File: src/rtl/boot_rom_arbiter.sv
// Two-master arbiter for the single-port boot ROM: round-robin grant, address decode with
// range check, and a one-cycle registered response path carrying data or an error.
module boot_rom_arbiter #(
    parameter logic [31:0] BASE_ADDR = 32'h0000_8000,
    parameter int unsigned ROM_DEPTH = 548,
    parameter int unsigned ROM_AW    = 10
) (
    input  logic              CLK,
    input  logic              RST,
    input  logic [1:0]        req_i,
    input  logic [31:0]       addr0_i,
    input  logic [31:0]       addr1_i,
    output logic [1:0]        gnt_o,
    output logic [1:0]        rvalid_o,
    output logic              rerr_o,
    output logic [31:0]       rdata_o,
    output logic              rom_csn_o,
    output logic [ROM_AW-1:0] rom_a_o,
    input  logic [31:0]       rom_q_i
);

    logic              rr_last_q;
    logic [1:0]        rvalid_q;
    logic              rerr_q;
    logic [31:0]       rdata_hold_q;
    logic [ROM_AW-1:0] rom_a_q;

    logic [1:0]        gnt;
    logic              sel;
    logic [31:0]       addr_sel;
    logic [31:0]       off;
    logic              in_range;
    logic              access;
    logic              unused_off;

    // A grant in a reset cycle is suppressed so nothing reaches the response pipeline.
    always_comb begin
        gnt = 2'b00;
        sel = 1'b0;
        if (!RST) begin
            if (req_i == 2'b11) begin
                sel = ~rr_last_q;
                gnt = sel ? 2'b10 : 2'b01;
            end else if (req_i[0]) begin
                sel = 1'b0;
                gnt = 2'b01;
            end else if (req_i[1]) begin
                sel = 1'b1;
                gnt = 2'b10;
            end
        end
    end

    assign addr_sel   = sel ? addr1_i : addr0_i;
    assign off        = addr_sel - BASE_ADDR;
    assign in_range   = (addr_sel >= BASE_ADDR) && (off[31:2] < 30'(ROM_DEPTH));
    assign access     = (|gnt) && in_range;
    assign unused_off = ^off[1:0];

    assign gnt_o     = gnt;
    assign rom_csn_o = ~access;
    assign rom_a_o   = RST ? '0 : (access ? off[ROM_AW+1:2] : rom_a_q);

    always_ff @(posedge CLK) begin
        if (RST) begin
            rr_last_q    <= 1'b1;
            rvalid_q     <= 2'b00;
            rerr_q       <= 1'b0;
            rdata_hold_q <= 32'h0;
            rom_a_q      <= '0;
        end else begin
            if (|gnt) begin
                rr_last_q <= sel;
            end
            if (access) begin
                rom_a_q <= off[ROM_AW+1:2];
            end
            rvalid_q <= gnt;
            rerr_q   <= (|gnt) && !in_range;
            if (|rvalid_q) begin
                rdata_hold_q <= rdata_o;
            end
        end
    end

    // ROM data arrives the cycle after the address is presented, aligned with rvalid.
    always_comb begin
        rdata_o = rdata_hold_q;
        if (|rvalid_q) begin
            rdata_o = rerr_q ? 32'h0 : rom_q_i;
        end
    end

    assign rvalid_o = rvalid_q;
    assign rerr_o   = rerr_q;

endmodule

File: config.mk
export PLATFORM = sky130hd
export DESIGN_NAME = boot_rom_arbiter
export DESIGN_NICKNAME = d
export VERILOG_FILES = /design/src/rtl/boot_rom_arbiter.sv
export SDC_FILE = /design/constraint.sdc
export NUM_CORES = 1
export LEC_CHECK = 0
export ABC_AREA = 1
export ABC_CLOCK_PERIOD_IN_PS = 3400
export CORE_MARGIN = 8
export CORE_UTILIZATION = 39
export CTS_CLUSTER_DIAMETER = 100
export CTS_CLUSTER_SIZE = 40
export DETAILED_ROUTE_END_ITERATION = 8
export PLACE_DENSITY_LB_ADDON = 0.2
export SETUP_SLACK_MARGIN = 0.1
export SKIP_LAST_GASP = 1
export SYNTH_ARGS = -nofsm -noshare
export SYNTH_HDL_FRONTEND = slang
export SYNTH_SLANG_ARGS = --single-unit
File: constraint.sdc
create_clock -name CLK -period 3.4 [get_ports CLK]
set_input_delay 0.68 -clock CLK [delete_from_list [all_inputs] [get_ports CLK]]
set_output_delay 0.68 -clock CLK [all_outputs]
set_load 0.005 [all_outputs]
==> impl_results.md, run 1 <==
* DRT iter0 DRCs at 109
* Share of layout cells above drive strength 1 at 26.8%
* Full die area at 10200 um2
* Hold Path Class: register to register
* Failing checks: negative setup slack
* P per Cell Area at 272 nW/um2
* Pin count of the biggest net entering global routing at 33
* First-pass DRT Iterations at 5
* Worst Tran Pin Value at 0.995 ns
* Avg Inst Size Synth at 6.41 um2
* Unrepaired setup endpoints after global routing: yes
* Crit start category: input port
* Clock Sinks at 46
* Total GRT Usage at 18.6%
* Reg2reg path depth at 17
* ANT cells at 0
* Vias at 3493
* Final worst-path cycle share at 104%
* Layout overhead on the synthesized area at 87.2%
* Core area at 7100 um2
* Critical path class: input port to output port
* Hold path start: rom_a_q[2]
* Mapped cell area at 2810 um2
* FF/Latch Area at 922 um2
* Post-DP HPWL at 7.21 mm
* H-tree Lvls at 2
* CTS max path bufs at 2
* Filler Cells Inserted at 548
* ANT nets after route at 0
* Worst slew margin at 33.6%
* Post-CTS Hold Fix Bufs at 0
* RR Endpoint: rom_a_q[9]
* Layout Cells excl Fill at 719
* DRC at 0
* Die Ht at 101 um
* Global-route wire length before repair at 15.6 mm
* Total power at 1.43 mW
* Initial antenna violation count at 0
* RR Startpoint: rr_last_q
* Yosys warning count at 0
* CTS root buf: clkbuf_8
* Gpl congestion at 0.899
* Hold Path Depth at 2
* Clock-pin slew on the worst setup and hold paths at 0.10 ns
* Final worst slack at -0.149 ns
* Max cap viols at 0
* Vias per cell at 4.86
* Row cnt at 31
* Crit path DAT at 2.87 ns
* CP Data Required Time at 2.72 ns
* Post-Route WL at 10.3 mm
* Number of global-route vias before repair at 3475
* Period minus WS final at 3.55 ns
* Multi-input combinational cell area at 1940 um2
* Yosys reg bits at 46
* Maximum VDD drop at 0.154 mV
* Initial core utilization at 39.6%
* Clock Skew at 0.0173 ns
* Final Hold Vio Count at 0
* Status: complete, but fails checks
* Pins Over Slew Limit at 0
* CTS Buf Count at 5
* Maximum clock frequency at 282 MHz
* Hold EP: rom_a_q[2]
* I/O pin total at 148
* Setup TNS at -1.10 ns
* Fin nets at 720
* Routed length per instance at 14.3 um
* Crit path capture type: output port
* Syn Nets at 539
* Fin Hold WS at 0.471 ns
* Final setup vio count at 11
* Register-to-register setup slack at 0.90 ns
* Instance count of the mapped netlist at 438
* Crit Path Max Fanout at 7
* DP Cell Count at 688
* TritonCTS clock tree: yes
* Leak at 2.41 nW
* Global route overflow at 0
* Die W at 101 um
* Clk_lat worst skew at 0.29 ns
* Input/output buffers at 143
* Register area share after synthesis at 32.8%
* Synth unique cells at 33
## critical path, stage by stage
cell and delay (ns):
buf_8 0.11, nand2_8 0.07, nand3_4 0.15, buf_12 0.18, bufbuf_16 0.26, nand2_1 0.05
nand2_1 0.08, nor2_1 0.13, a21oi_1 0.10, nor2_1 0.12, nand2_1 0.10, nor2_4 0.15
nand4_4 0.12, buf_6 0.17, buf_16 0.14, o21ai_4 0.12, buf_2 0.13
## cells in the mapped netlist
master    number  area (um2)
or2_2          1        6.26
xor2_1         2        17.5
o21ai_1       12        60.1
o21ai_0        6        30.0
nand3b_1       5        37.5
nand2_1      138         518
nor2_1        23        86.3
clkbuf_1      10        37.5
nand4_1        3        18.8
inv_2          3        11.3
o21bai_1       3        22.5
buf_2          3        15.0
nand3_2        3        30.0
nor2_2         6        37.5
o21bai_2       1        11.3
nand4_2        1        12.5
nand3b_2       2        22.5
nand3_1       55         275
a211o_1        1        8.76
buf_1          2        7.51
nor2_4         5        56.3
buf_4          3        22.5
nand2_2       15        93.8
inv_1         42         158
mux2i_1        2        20.0
dfxtp_1       46         921
a21oi_1       34         170
nand3_4        1        17.5
nor3_1         2        10.0
o21ai_2        1        8.76
buf_6          4        45.0
ha_1           1        12.5
clkinv_1       2        7.51
## layout make-up
cell class	instances	area share, %
Timing Repair Buffer	196	37.9
Clock inverter	3	0.452
Tap cell	99	2.36
Inverter	47	3.45
Clock buffer	5	1.31
Multi-Input combinational cell	323	37.0
Sequential cell	46	17.5
## cell usage in the layout (no fill, tap or decap), types with 2 or more instances in the layout
cell / count
buf_4: 38
mux2i_1: 2
a21oi_1: 34
nand3b_1: 5
nor2_4: 10
clkdlybuf4s50_1: 125
clkbuf_8: 5
nor3_1: 2
o21bai_1: 3
clkinv_1: 2
clkinvlp_4: 2
nand2_2: 22
nand2_4: 8
buf_12: 5
nand3_1: 46
nor2_1: 13
nor2_2: 11
xor2_1: 2
buf_2: 6
nand3_4: 5
inv_6: 2
nand3_2: 8
dfxtp_1: 45
o21ai_2: 9
buf_16: 4
o21ai_1: 2
dlygate4sd2_1: 4
inv_1: 42
o21ai_4: 7
nand4_1: 3
buf_6: 12
inv_2: 2
nand2_1: 122
## state kept, by name (all words and copies together), names as in the netlist
| signal | cells |
|---|---|
| rom_a_q | 10 |
| rerr_o | 1 |
| rr_last_q | 1 |
| rdata_hold_q | 32 |
| rvalid_o | 2 |
## worst max path at each step
stage                         from          to  slack, ns  cells past startpoint
final                     req_i[0]  rom_a_o[7]      -0.15                     17
after floorplan                RST  rom_a_o[2]       0.24                     14
after global placement    req_i[1]  rom_a_o[0]      -0.82                     18
after global routing           RST  rom_a_o[7]      -0.28                     17
after CTS                 req_i[0]  rom_a_o[0]      -0.13                     19
after detailed placement  req_i[1]  rom_a_o[0]      -0.86                     18
## kinds of logic (layout without fill, tap and decap cells)
family | Yosys count | after routing | share of synthesized area (%)
simple gates | 260 | 260 | 43.5
buf+inv | 69 | 251 | 10.8
compound gates | 58 | 58 | 11.1
flops | 46 | 46 | 32.8
xor+xnor | 2 | 2 | 0.624
mux | 2 | 2 | 0.713
fa+ha+maj | 1 | 1 | 0.445
## layer usage
metal / up-vias / GRT usage, % / wire length (um)
li1: 1759 / - / -
met2: 122 / 33.8 / 5150
met4: 0 / 5.00 / 267
met1: 1593 / 19.7 / 4000
met3: 19 / 6.56 / 844
met5: - / 0 / 0
## through the flow
stage               util [%]  worst slack, ns  area [um2]
finish                  74.1           -0.149        5260
global route            74.1           -0.275        5260
CTS                     70.3           -0.127        4990
detailed placement      63.2           -0.865        4490
global placement        63.2           -0.819        4490
floorplan                  -            0.244        2810
## power breakdown
part	internal [mW]	switching (mW)	leakage [nW]
Clock	0.147	0.194	0.0408
Sequential	0.560	0.00749	0.374
Combinational	0.287	0.232	2.00
## repair_timing
item / 4_1_cts / 5_1_grt
endpoints found under the setup margin: 11 / 11
buffers inserted: 14 / 5
gates cloned: 6 / 0
gates resized for setup: 117 / 56
pin swaps: 30 / 35
No activity file was read; power rests on OpenSTA's default activity.
==> inputs of run 2 (changes only) <==
--- a/config.mk
+++ b/config.mk
@@ -9,6 +9,7 @@
 export ABC_CLOCK_PERIOD_IN_PS = 3400
 export CORE_MARGIN = 8
 export CORE_UTILIZATION = 39
+export CTS_BUF_LIST = sky130_fd_sc_hd__clkbuf_4
 export CTS_CLUSTER_DIAMETER = 100
 export CTS_CLUSTER_SIZE = 40
 export DETAILED_ROUTE_END_ITERATION = 8
==> run 2 against run 1 <==
Effect of this change:
- the flow still finishes with violations (negative setup slack)
- utilization decreased by 0.81 points
- total power decreased by 4.9%
- critical path depth decreased by 1
- clock power decreased by 21%
- flip-flop and latch count unchanged
- cell count increased by 0.70%
- clock skew increased by 0.0085 ns
- final area decreased by 1.1%
- sequential share of layout area increased by 0.24 points
- register-to-register slack improved by 0.03 ns
- sequential power about the same
- global-route usage increased by 0.43 points
- largest cell class unchanged
==> impl_results.md, run 2 (synthesis results as in run 1) <==
* Clock-pin slew on the worst setup and hold paths at 0.15 ns (+0.05 ns)
* Worst setup endpoint: rom_a_o[3]
* Row cnt at 31 (unchanged)
* P per Cell Area at 261 nW/um2 (-3.9%)
* Crit path from: req_i[0]
* CTS max path bufs at 2 (unchanged)
* Gpl congestion at 0.899 (unchanged)
* Global route overflow at 0 (unchanged)
* Clock Sinks at 46 (unchanged)
* CTS root buf: clkbuf_4
* Global-route wire length before repair at 15.8 mm (+1.7%)
* CP bufs+invs at 7 (+1)
* Hold Path Class: register to register
* Unrepaired setup endpoints after global routing: yes
* Clock network power share at 19.8% (-4.1 points)
* RR Endpoint: rom_a_q[3]
* Critical path class: input port to output port
* Crit path DAT at 2.91 ns (+0.04 ns)
* Worst slew margin at 33.4% (-0.22 points)
* Status: complete, but fails checks
* CP max-delay cell: mux2i_1
* Number of global-route vias before repair at 3570 (+2.7%)
* RR Startpoint: rr_last_q
* Layout overhead on the synthesized area at 85.2%
* I/O pin total at 148 (unchanged)
* Max reg flops at 32 (unchanged)
* CTS Buf Count at 5 (unchanged)
* Clk_lat worst skew at 0.35 ns (+0.06 ns)
* Most frequent cells in the layout: clkdlybuf4s50_1, nand2_1, nand3_1
* Clock Skew at 0.0258 ns (+0.00853 ns)
* Crit start category: input port
* Failing checks: negative setup slack
* Total GRT Usage at 19.0% (+0.43 points)
* Input/output buffers at 143 (unchanged)
* CP cell instances: buf_8 -> nand2_8 -> nand3_4 -> buf_12 -> buf_16 -> buf_4 -> mux2i_1 -> a21oi_2 -> nor2_1 -> nand2_1 -> nor2_4 -> nand4_4 -> buf_6 -> buf_16 -> o21ai_4 -> buf_6
* Routed length per instance at 14.0 um (-1.7%)
* Final worst slack at -0.190 ns (-0.0416 ns)
* TritonCTS clock tree: yes
* Critical path depth at 16 (-1)
* Final Hold Vio Count at 0 (unchanged)
* DRC at 0 (unchanged)
* Fin Hold WS at 0.482 ns (+0.0105 ns)
* Post-Route WL at 10.2 mm (-1.0%)
* Combinational share of power at 38.4% (+2.0 points)
* Crit path capture type: output port
* Maximum clock frequency at 279 MHz (-1.2%)
* Maximum VDD drop at 0.127 mV (-18%)
* Pin count of the biggest net entering global routing at 33 (unchanged)
* DRT iter0 DRCs at 133 (+22%)
* ANT nets after route at 0 (unchanged)
* Vias per cell at 4.86 (about the same)
* Fin nets at 725 (+0.69%)
* Share of layout cells above drive strength 1 at 28.0% (+1.2 points)
* Vias at 3516 (+0.66%)
* Full die area at 10200 um2 (unchanged)
* Register-to-register setup slack at 0.93 ns (+0.03 ns)
* Total power at 1.36 mW (-4.9%)
* Int Pwr at 0.933 mW (-6.2%)
* Sw Ratio at 31.3% (+0.92 points)
* Core area at 7100 um2 (unchanged)
* H-tree Lvls at 2 (unchanged)
* Die W at 101 um (unchanged)
* Final setup vio count at 11 (unchanged)
* Max cap viols at 0 (unchanged)
* CP Data Required Time at 2.72 ns (about the same)
* Die Ht at 101 um (unchanged)
* ANT cells at 0 (unchanged)
* Reg2reg path depth at 15 (-2)
* Initial core utilization at 39.6% (unchanged)
* Initial antenna violation count at 0 (unchanged)
* Final worst-path cycle share at 106% (+1.2 points)
* Leak at 2.38 nW (-1.2%)
* Largest Register: rdata_hold_q
* Crit Path Max Fanout at 7 (unchanged)
* NetSw at 0.425 mW (-2.1%)
* CP delay by family, top: buffers and inverters
* Commonest non-fill, non-tap cell in the layout: clkdlybuf4s50_1
* Period minus WS final at 3.59 ns (+0.0415 ns)
* Post-DP HPWL at 7.21 mm (unchanged)
* Sequential share of power at 41.8% (+2.1 points)
* Pins Over Slew Limit at 0 (unchanged)
* First-pass DRT Iterations at 4 (-1)
* Worst Tran Pin Value at 0.998 ns (+0.00324 ns)
* Crit path largest cell delay at 0.27 ns (about the same)
* Setup Slack @ Placement at -0.865 ns (unchanged)
-- run 2: how the worst min path moves through the flow --
| stage | start | end | slack (ns) | depth (start not counted) |
|---|---|---|---|---|
| 4_1_cts | rom_a_q[2] | rom_a_q[2] | 0.48 | 2 |
| 6_report | rdata_hold_q[23] | rdata_hold_q[23] | 0.48 | 2 |
| 3_3_place_gp | rdata_hold_q[28] | rdata_hold_q[28] | 0.46 | 2 |
| 2_1_floorplan | rdata_hold_q[0] | rdata_hold_q[0] | 0.45 | 2 |
| 3_5_place_dp | rdata_hold_q[16] | rdata_hold_q[16] | 0.47 | 2 |
| 5_1_grt | rom_a_q[5] | rom_a_q[5] | 0.50 | 2 |
-- run 2: area by class of cell --
class	count	area (um2)
Multi-Input combinational cell	323	1910
Timing Repair Buffer	201	2000
Inverter	47	181
Tap cell	99	124
Fill cell	558	1900
Sequential cell	46	925
Clock inverter	3	23.8
Clock buffer	5	37.5
-- run 2: tightest hold or removal path, stage by stage (launching register included) --
cell	delay (ns)
dfxtp_1	0.33
nand2_1	0.07
a21oi_1	0.06
-- run 2: repair_timing --
item / CTS / global route
hold buffers: 0 / 0
setup endpoints to repair: 11 / 11
setup buffers: 22 / 3
cloned: 6 / 0
resized for setup: 121 / 47
pin swaps: 32 / 29
-- run 2: routing by layer --
| layer | up-vias | part of all wire [%] | global-route usage, % |
|---|---|---|---|
| li1 | 1765 | - | - |
| met2 | 121 | 50 | 35.1 |
| met1 | 1612 | 39 | 19.6 |
| met3 | 18 | 8.0 | 6.08 |
| met4 | 0 | 2.4 | 6.63 |
| met5 | - | 0 | 0 |
-- run 2: power by group through the flow --
stage	sequential, mW	combinational (mW)	clock (mW)
6_report	0.568	0.521	0.269
3_3_place_gp	0.578	0.427	0
2_1_floorplan	0.578	0.190	0
4_1_cts	0.568	0.497	0.283
3_5_place_dp	0.579	0.433	0
5_1_grt	0.570	0.563	0.300
-- run 2: through the flow --
stage	utilization (%)	setup TNS [ns]	std cells	cell area, um2
6_report	73.3	-1.32	724	5200
5_1_grt	73.3	-2.48	724	5200
4_1_cts	71.0	-0.838	724	5040
3_5_place_dp	63.2	-8.88	688	4490
3_3_place_gp	63.2	-8.33	688	4490
2_1_floorplan	-	0	438	2810
